===== config.mk =====
export PLATFORM = sky130hd
export DESIGN_NAME = cpu_sequencer_flat
export DESIGN_NICKNAME = d
export VERILOG_FILES = /design/src/rtl/cpu_sequencer_pkg.sv /design/src/rtl/cpu_sequencer_if.sv /design/src/rtl/cpu_sequencer_load_addr_counter.sv /design/src/rtl/cpu_sequencer.sv /design/src/flat_wrapper.sv
export SDC_FILE = /design/constraint.sdc
export NUM_CORES = 1
export LEC_CHECK = 0
export ABC_AREA = 1
export CAP_MARGIN = 20
export CELL_PAD_IN_SITES_DETAIL_PLACEMENT = 1
export CELL_PAD_IN_SITES_GLOBAL_PLACEMENT = 1
export CORE_ASPECT_RATIO = 1.5
export CORE_MARGIN = 2
export CORE_UTILIZATION = 44
export DETAILED_ROUTE_END_ITERATION = 6
export DONT_BUFFER_PORTS = 1
export PLACE_DENSITY = 0.8
export SETUP_SLACK_MARGIN = 0.4
export SLEW_MARGIN = 20
export SYNTH_ARGS = -nofsm -noshare
export SYNTH_HDL_FRONTEND = slang
export SYNTH_SLANG_ARGS = --single-unit

===== constraint.sdc =====
create_clock -name clk -period 1.7 [get_ports clk]
set_input_delay 0.255 -clock clk [delete_from_list [all_inputs] [get_ports clk]]
set_output_delay 0.255 -clock clk [all_outputs]
set_load 0.02 [all_outputs]

===== src/rtl/cpu_sequencer_pkg.sv =====
// Shared definitions for the CPU phase sequencer: parameter defaults and the
// 2-bit phase codes that ControlUnit decodes.
package cpu_sequencer_pkg;

    localparam int DEF_ADDR_W   = 8;
    localparam int DEF_PM_DEPTH = 256;
    localparam int DEF_INS_W    = 12;
    localparam int DEF_CNT_W    = 16;

    typedef enum logic [1:0] {
        PH_LOAD    = 2'b00,
        PH_FETCH   = 2'b01,
        PH_DECODE  = 2'b10,
        PH_EXECUTE = 2'b11
    } cu_phase_t;

endpackage


===== src/rtl/cpu_sequencer_if.sv =====
// Program-load stream between the loader, the sequencer and program memory.
// ld_data bypasses the sequencer; memory writes it when ld_wr is high.
interface cpu_sequencer_if
    import cpu_sequencer_pkg::*;
#(
    parameter int ADDR_W = DEF_ADDR_W,
    parameter int INS_W  = DEF_INS_W
);
    logic              ld_valid;
    logic [INS_W-1:0]  ld_data;
    logic              ld_last;
    logic              ld_ready;
    logic              ld_wr;
    logic [ADDR_W-1:0] ld_addr;

    modport master (output ld_valid, ld_data, ld_last, input ld_ready, ld_wr, ld_addr);
    modport slave  (input ld_valid, ld_last, output ld_ready, ld_wr, ld_addr);
    modport pm     (input ld_wr, ld_addr, ld_data);
endinterface


===== src/rtl/cpu_sequencer_load_addr_counter.sv =====
// Program-memory write address counter with clear, increment and a
// terminal-count flag on the last loadable address.
module cpu_sequencer_load_addr_counter #(
    parameter int ADDR_W   = 8,
    parameter int PM_DEPTH = 256
) (
    input  logic              clk,
    input  logic              rst_n,
    input  logic              clr,
    input  logic              inc,
    output logic [ADDR_W-1:0] addr,
    output logic              tc
);

    always_ff @(posedge clk or negedge rst_n) begin
        if (!rst_n)
            addr <= '0;
        else if (clr)
            addr <= '0;
        else if (inc)
            addr <= addr + 1'b1;
    end

    assign tc = (addr == ADDR_W'(PM_DEPTH - 1));

endmodule


===== src/rtl/cpu_sequencer.sv =====
// Master phase sequencer: program load over a valid/ready stream, then the
// FETCH->DECODE->EXECUTE cycle with halt, single-step and resume.
module cpu_sequencer
    import cpu_sequencer_pkg::*;
#(
    parameter int ADDR_W   = DEF_ADDR_W,
    parameter int PM_DEPTH = DEF_PM_DEPTH,
    parameter int CNT_W    = DEF_CNT_W
) (
    input  logic             clk,
    input  logic             rst_n,
    cpu_sequencer_if.slave   ld,
    input  logic             start,
    output logic [1:0]       state,
    output logic             cpu_en,
    input  logic             halt_req,
    input  logic             step,
    input  logic             resume,
    output logic             halted,
    output logic             load_done,
    output logic             load_trunc,
    output logic [CNT_W-1:0] instr_count
);

    localparam logic [2:0] S_IDLE   = 3'd0;
    localparam logic [2:0] S_LOAD   = 3'd1;
    localparam logic [2:0] S_FETCH  = 3'd2;
    localparam logic [2:0] S_DECODE = 3'd3;
    localparam logic [2:0] S_EXEC   = 3'd4;
    localparam logic [2:0] S_HALT   = 3'd5;

    logic [2:0] fsm;
    logic       step_pend;
    logic       halt_pend;
    logic       start_ok;
    logic       accept;
    logic       ctr_inc;
    logic       ctr_tc;

    assign start_ok    = start & ((fsm == S_IDLE) | (fsm == S_HALT));
    assign ld.ld_ready = (fsm == S_LOAD);
    assign accept      = ld.ld_valid & ld.ld_ready;
    assign ld.ld_wr    = accept;
    // The address freezes on the final word so it still names it after the load.
    assign ctr_inc     = accept & ~ld.ld_last & ~ctr_tc;

    cpu_sequencer_load_addr_counter #(
        .ADDR_W   (ADDR_W),
        .PM_DEPTH (PM_DEPTH)
    ) u_addr_ctr (
        .clk   (clk),
        .rst_n (rst_n),
        .clr   (start_ok),
        .inc   (ctr_inc),
        .addr  (ld.ld_addr),
        .tc    (ctr_tc)
    );

    always_comb begin
        state = PH_LOAD;
        case (fsm)
            S_FETCH:  state = PH_FETCH;
            S_DECODE: state = PH_DECODE;
            S_EXEC:   state = PH_EXECUTE;
            default:  state = PH_LOAD;
        endcase
    end

    assign cpu_en = (fsm == S_FETCH) | (fsm == S_DECODE) | (fsm == S_EXEC);
    assign halted = (fsm == S_HALT);

    always_ff @(posedge clk or negedge rst_n) begin
        if (!rst_n) begin
            fsm         <= S_IDLE;
            step_pend   <= 1'b0;
            halt_pend   <= 1'b0;
            load_done   <= 1'b0;
            load_trunc  <= 1'b0;
            instr_count <= '0;
        end else if (start_ok) begin
            fsm         <= S_LOAD;
            step_pend   <= 1'b0;
            halt_pend   <= 1'b0;
            load_done   <= 1'b0;
            load_trunc  <= 1'b0;
            instr_count <= '0;
        end else begin
            case (fsm)
                S_LOAD: begin
                    if (accept && (ld.ld_last || ctr_tc)) begin
                        fsm       <= S_FETCH;
                        load_done <= 1'b1;
                        if (!ld.ld_last)
                            load_trunc <= 1'b1;
                    end
                end
                // A halt request seen mid-instruction is held until EXEC retires it.
                S_FETCH: begin
                    fsm <= S_DECODE;
                    if (halt_req)
                        halt_pend <= 1'b1;
                end
                S_DECODE: begin
                    fsm <= S_EXEC;
                    if (halt_req)
                        halt_pend <= 1'b1;
                end
                S_EXEC: begin
                    instr_count <= instr_count + 1'b1;
                    if (halt_req || halt_pend || step_pend) begin
                        fsm       <= S_HALT;
                        halt_pend <= 1'b0;
                        step_pend <= 1'b0;
                    end else begin
                        fsm <= S_FETCH;
                    end
                end
                S_HALT: begin
                    if (resume) begin
                        fsm       <= S_FETCH;
                        step_pend <= 1'b0;
                    end else if (step) begin
                        fsm       <= S_FETCH;
                        step_pend <= 1'b1;
                    end
                end
                S_IDLE:  fsm <= S_IDLE;
                default: fsm <= S_IDLE;
            endcase
        end
    end

endmodule


===== src/flat_wrapper.sv =====
// flat-port wrapper written by rule: the top's interface ports become plain ports
module cpu_sequencer_flat import cpu_sequencer_pkg::*;
#(
    parameter int ADDR_W   = DEF_ADDR_W,
    parameter int PM_DEPTH = DEF_PM_DEPTH,
    parameter int CNT_W    = DEF_CNT_W
)
  (clk, rst_n, start, state, cpu_en, halt_req, step, resume, halted, load_done, load_trunc, instr_count, ld_ld_valid, ld_ld_last, ld_ld_ready, ld_ld_wr, ld_ld_addr);
  cpu_sequencer_if #(.ADDR_W(ADDR_W), .INS_W(12)) ld_i ();
  input  logic clk;
  input  logic rst_n;
  input  logic start;
  output logic [1:0] state;
  output logic cpu_en;
  input  logic halt_req;
  input  logic step;
  input  logic resume;
  output logic halted;
  output logic load_done;
  output logic load_trunc;
  output logic [CNT_W-1:0] instr_count;
  input wire logic [$bits(ld_i.ld_valid)-1:0] ld_ld_valid;
  input wire logic [$bits(ld_i.ld_last)-1:0] ld_ld_last;
  output wire logic [$bits(ld_i.ld_ready)-1:0] ld_ld_ready;
  output wire logic [$bits(ld_i.ld_wr)-1:0] ld_ld_wr;
  output wire logic [$bits(ld_i.ld_addr)-1:0] ld_ld_addr;
  assign ld_i.ld_valid = ld_ld_valid;
  assign ld_i.ld_last = ld_ld_last;
  assign ld_ld_ready = ld_i.ld_ready;
  assign ld_ld_wr = ld_i.ld_wr;
  assign ld_ld_addr = ld_i.ld_addr;
  cpu_sequencer #(.ADDR_W(ADDR_W), .PM_DEPTH(PM_DEPTH), .CNT_W(CNT_W)) u_core (.clk(clk), .rst_n(rst_n), .ld(ld_i), .start(start), .state(state), .cpu_en(cpu_en), .halt_req(halt_req), .step(step), .resume(resume), .halted(halted), .load_done(load_done), .load_trunc(load_trunc), .instr_count(instr_count));
endmodule

### Word-level counts from Yosys, hierarchy flattened

Cells that the tools add are included.

* $add $sub $neg: 2
* multipliers: 0
* divide/modulo/power cells: 0
* order comparisons: 0
* eq/ne operators: 11
* shifts and indexed selects: 0
* multiplexer cells: 26
* bitwise logic cells: 9
* reductions and logical operators: 17

Operators with widths (count)
* $mux 16: 2
* $add 16x1->16 const B: 1
* $mux 8: 2
* $mux 3: 5
* $pmux 3 s5: 1
* $mux 1: 13
* $reduce_and 3->1: 3
* $add 8x1->8 const B: 1
* $eq 8x8->1 const B: 1
* $reduce_bool 2->1: 4
* $eq 3x2->1 const B: 2
* $eq 3x3->1 const B: 2
* $pmux 2 s3: 1
* $reduce_bool 3->1: 2
* $and 1x1->1: 4
* $ne 4x3->1 const B: 1
* $pmux 1 s2: 2
* $reduce_and 2->1: 2
* $eq 3x1->1 const B: 1
* $logic_not 3->1: 1
* $logic_or 1x1->1: 3
* $ne 3x1->1 const B: 1
* $ne 3x2->1 const B: 1
* $ne 3x3->1 const B: 1
* 5 further kinds: 8

* bits in registers: 31
* latch bits: 0
* bits in writable memories: 0
* memory bits (read-only): 0
* input port bits: 8
* output and inout port bits: 32
* logic and storage cells: 72
* memories: 0

### Logic depth before layout (Yosys ltp)

* depth in word-level cells: 6
* gate-level depth with buffers: 10

### Modules after synthesis

From an unflattened synthesis, not the netlist that was laid out.

* cell total of the unflattened synthesis: 251
* area, all modules: 1804.2 um^2

Modules (own cells, without submodules)
* cpu_sequencer: times used 1, cells an instance 190, area each 1361.3 um^2
* cpu_sequencer_load_addr_counter: times used 1, cells an instance 61, area each 442.9 um^2

### Worst setup path before layout

OpenSTA, ideal clock, no wires.

* path type: reg2reg
* from: register u_core.u_addr_ctr.addr[0]
* to: register u_core.fsm[0]
* arrival time: 1451 ps
* required time: 1576 ps
* path slack: 124 ps
* cell stages (with the launch flop): 10
* path buffers: 0
* path through: dfrtp_1 -> ha_1 -> inv_1 -> nor2_2 -> nand2_1 -> nand2_4 -> nand2_2 -> nand2_1 -> nand2_1 -> or2_1

* longest elaborated chain between the ends: 5

Ends and longest elaborated chain
* from (decl): RTL line cpu_sequencer_load_addr_counter.sv:11 `output logic [ADDR_W-1:0] addr,`
* from (signal assigned): RTL line cpu_sequencer_load_addr_counter.sv:21 `addr <= addr + 1'b1;`
* $eq 8x8->1: RTL line cpu_sequencer_load_addr_counter.sv:24 `assign tc = (addr == ADDR_W'(PM_DEPTH - 1));`
* $logic_or 1x1->1: RTL line cpu_sequencer.sv:90 `if (accept && (ld.ld_last || ctr_tc)) begin`
* $logic_and 1x1->1: RTL line cpu_sequencer.sv:90
* $ne 3x3->1 (no source line)
* $reduce_and 2->1 (no source line)
* to (signal assigned): RTL line cpu_sequencer.sv:91 `fsm <= S_FETCH;`
* to (signal assigned): RTL line cpu_sequencer.sv:99 `fsm <= S_DECODE;`
* to (signal assigned): RTL line cpu_sequencer.sv:104 `fsm <= S_EXEC;`
* to (decl): RTL line cpu_sequencer.sv:32 `logic [2:0] fsm;`

No other way between the ends.
A chain may end at the register's enable or synchronous reset.

### Worst setup path after layout

* from: register u_core.fsm[1]
* to: register u_core.instr_count[15]

* longest elaborated chain between the ends: 4
* elaborated cells on any way between the ends: 7

Ends and longest elaborated chain
* from (signal assigned): RTL line cpu_sequencer.sv:74 `fsm <= S_IDLE;`
* from (signal assigned): RTL line cpu_sequencer.sv:81 `fsm <= S_LOAD;`
* from (signal assigned): RTL line cpu_sequencer.sv:91
* $eq 3x3->1 or $logic_not 3->1 (tied branches): RTL line cpu_sequencer.sv:40 `assign start_ok = start & ((fsm == S_IDLE) | (fsm == S_HALT));`
* $or 1x1->1: RTL line cpu_sequencer.sv:40
* $and 1x1->1: RTL line cpu_sequencer.sv:40
* $mux 16 or $reduce_bool 2->1 (tied branches)
* to (signal assigned): RTL line cpu_sequencer.sv:109 `instr_count <= instr_count + 1'b1;`
* to (decl): RTL line cpu_sequencer.sv:22 `output logic [CNT_W-1:0] instr_count`

Parallel ways exist; a longest one is shown, timed or not.

==> impl_results.md <==
- Pre-antenna DRT Iters: 5
- Total die area: 0.004666 mm^2
- Core box area: 0.003959 mm^2
- Clock Path Buffers: 2
- Final setup TNS: 0 ns
- Final setup viols: 0
- Ports: 40
- Power, Total: 3.603 mW
- Worst skew pair latency: 0.29 ns
- Setup crit end kind: flop
- WP data required: 1.92 ns
- CTS HTree Levels: 2
- Mapped Nets: 260
- Buf+Inv Stages, Crit Path: 1
- WP depth: 8
- Worst Skew: 0.005598 ns
- Total CTS buffers: 5
- Wire per inst: 22.09 um
- CTS tree: yes
- Initial antenna violation count: 0
- Hold Vio Cnt, Final: 0
- Clk root buf: clkbuf_8
- CP max-delay cell: dfrtp_2
- Library cells used by synthesis: 27
- # port buffers: 0
- Final core occ: 66.47%
- First-pass GRT wire length: 9.908 mm
- GRT Total Usage: 28.40%
- CP top delay family: simple AND/OR/NAND/NOR gates
- Multi-input logic area: 0.001094 mm^2
- Antenna Diode Count: 0
- Fill count: 456
- Die height: 82.67 um
- Max FO, Critical Path: 7
- Vias in the first global route: 2076
- R2R Path End: u_core.instr_count[15]$_DFFE_PN0N_
- Maximum VDD drop: 0.001064 V
- Grt total ovfl: 0
- Fraction of layout cells with a size suffix above 1: 40.92%
- Syn Area/Cell: 7.262 um^2
- Hold Startpoint: step
- RePlAce Congestion: 0.8200
- Placed cell area: 0.002012 mm^2
- Largest net degree at the start of global routing: 32
- Status: finished clean
- Final Critical Period: 1.579 ns
- RSZ-0062 raised after global routing: yes
- YS warnings: 0
- Total Nets Final: 312
- End point of the worst hold path: u_core.step_pend$_DFFE_PN0P_
- Die W: 56.45 um
- Yosys reg bits: 31
- Top achievable clock speed: 0.6332 GHz
- DPL Wire Length: 3.681 mm
- Register area: 787.0 um^2
- Worst EP arrival: 1.80 ns
- Reg2Reg Setup Slack: 0.12 ns
- Worst-path clk slew: 0.07 ns
- Via density: 5.853
- ANT nets after route: 0
- Total wire length: 7.687 mm
- MaxCap Viol Count: 0
- Seq/Total Area, Yosys: 42.73%
- Critical path class: reg2reg
- Mapped Area: 0.001815 mm^2
- Initial Util: 45.86%
- Synthesized instance count: 250
- Design Area, Final: 0.002631 mm^2
- R2R depth: 8
- Crit path launch: u_core.fsm[1]$_DFFE_PN0P_
- Power Dens Cells: 1369 mW/mm^2
- Critical Path Source Type: flop
- Max stage delay on crit path: 0.46 ns
- Hold WC Path Type: in2reg
- RR Startpoint: u_core.fsm[1]$_DFFE_PN0P_
- CP Cell Sequence: nor2_4 > nand2_4 > nor2_4 > buf_6 > nand4_1 > nand2_1 > nand2_1 > nor2_1
- Initial drt markers: 84
- Vias: 2037
- Row count: 28
- Worst Tran Pin Value: 0.3739 ns
- Slew Limit Headroom: 75.07%
- DRC: 0
- Area delta synth->final: 44.93%
- Final period util: 92.89%
- Clock net sink count: 31
- Slew Limit Fails: 0
- Lkg Pwr: 1.316 nW
- Hold depth: 2
==> power by group <==
group          internal, mW  leakage, nW  switching [mW]
Clock                 0.370       0.0515           0.299
Combinational         0.755        0.854            1.14
Sequential            0.867        0.410           0.168
==> cell usage in the layout, fill, tap and decap left out, types with 3 or more instances in the layout <==
cell type and n:
clkbuf_8 7, xor2_1 3, nand3b_1 3, a21oi_2 4
dfrtp_2 9, nand4_1 9, o21ai_2 4, inv_2 3
nor2_2 6, nand3_1 10, nand2_4 4, a21oi_1 4
o21ai_0 4, buf_6 11, nand3_2 7, nand2_1 62
dfrtp_1 22, nor2_4 8, nor2_1 29, nand2_2 15
inv_1 25, buf_4 32
==> cells in the mapped netlist <==
cell | instances | share of area [%]
nor3_1 | 1 | 0.28
nand3_1 | 18 | 5.0
nor3_2 | 1 | 0.55
ha_1 | 2 | 1.4
inv_1 | 29 | 6.0
nor2_2 | 3 | 1.0
o21ai_0 | 7 | 1.9
nand4_1 | 9 | 3.1
nand2_1 | 76 | 16
nand3b_1 | 3 | 1.2
nand2_2 | 4 | 1.4
or2_1 | 1 | 0.34
dfrtp_1 | 31 | 43
a21boi_0 | 1 | 0.41
a21oi_2 | 1 | 0.48
buf_4 | 2 | 0.83
inv_2 | 3 | 0.62
nor3b_1 | 1 | 0.41
nor2_1 | 36 | 7.4
nor2_4 | 4 | 2.5
xor2_1 | 3 | 1.4
o21ai_2 | 1 | 0.48
xnor2_1 | 1 | 0.48
a21oi_1 | 7 | 1.9
buf_2 | 1 | 0.28
o21bai_1 | 2 | 0.83
nand2_4 | 2 | 1.2
==> what timing repair did <==
action                                 in CTS  in global routing
endpoints found under the hold margin      31                  0
hold buffers                                2                  0
cloned                                      0                  1
pin swaps                                  23                 25
setup endpoints to repair                  32                 37
buffers inserted                           18                  9
resized for setup                          49                 31
==> area by class of cell <==
cell class	count	share of cell area, %
clock buffers	8	3.804
well taps	45	2.140
multi-input cells	184	41.56
flip-flops and latches	31	29.91
repair buffers	48	17.26
inverters	32	5.326
==> logic make-up (layout without fill, tap and decap cells) <==
family	count (synthesis)	after routing	synth area share [%]
flip-flops	31	31	42.73
adder cells (fa/ha/maj)	2	2	1.378
AND/OR/NAND/NOR	159	159	40.18
XOR/XNOR	4	4	1.930
buffers and inverters	35	88	7.718
AO/OA/AOI/OAI	19	19	6.064
==> flip-flops by register name, summed over array words and instances (netlist names) <==
register and flops:
u_core.instr_count 16, u_core.u_addr_ctr.addr 8, u_core.fsm 3, u_core.halt_pend 1, u_core.load_done 1, u_core.load_trunc 1
u_core.step_pend 1
==> through the flow <==
stage	std cells	hold slack [ns]	setup slack, ns
2_1_floorplan	250	-0.04059	0.2587
3_3_place_gp	310	-0.03978	0.1828
3_5_place_dp	310	-0.03987	0.1871
4_1_cts	338	0.1288	0.2468
5_1_grt	348	0.1318	0.02769
6_report	348	0.1205	0.1208
==> routing by layer <==
| layer | routed length, um | global-route usage (%) | vias to the layer above |
|---|---|---|---|
| li1 | - | - | 891 |
| met3 | 396 | 6.231 | 36 |
| met5 | 0 | 0 | - |
| met4 | 355 | 11.43 | 0 |
| met2 | 4222 | 54.65 | 93 |
| met1 | 2713 | 29.53 | 1017 |
==> how the worst max path moves through the flow <==
stage          slack, ns                                    end
6_report            0.12     u_core.instr_count[15]$_DFFE_PN0N_
5_1_grt             0.03     u_core.instr_count[15]$_DFFE_PN0N_
4_1_cts             0.25                               ld_ld_wr
3_5_place_dp        0.19  u_core.u_addr_ctr.addr[6]$_DFFE_PN0P_
3_3_place_gp        0.18  u_core.u_addr_ctr.addr[2]$_DFFE_PN0P_
2_1_floorplan       0.26  u_core.u_addr_ctr.addr[6]$_DFFE_PN0P_
(Power assumes the default switching activity.)
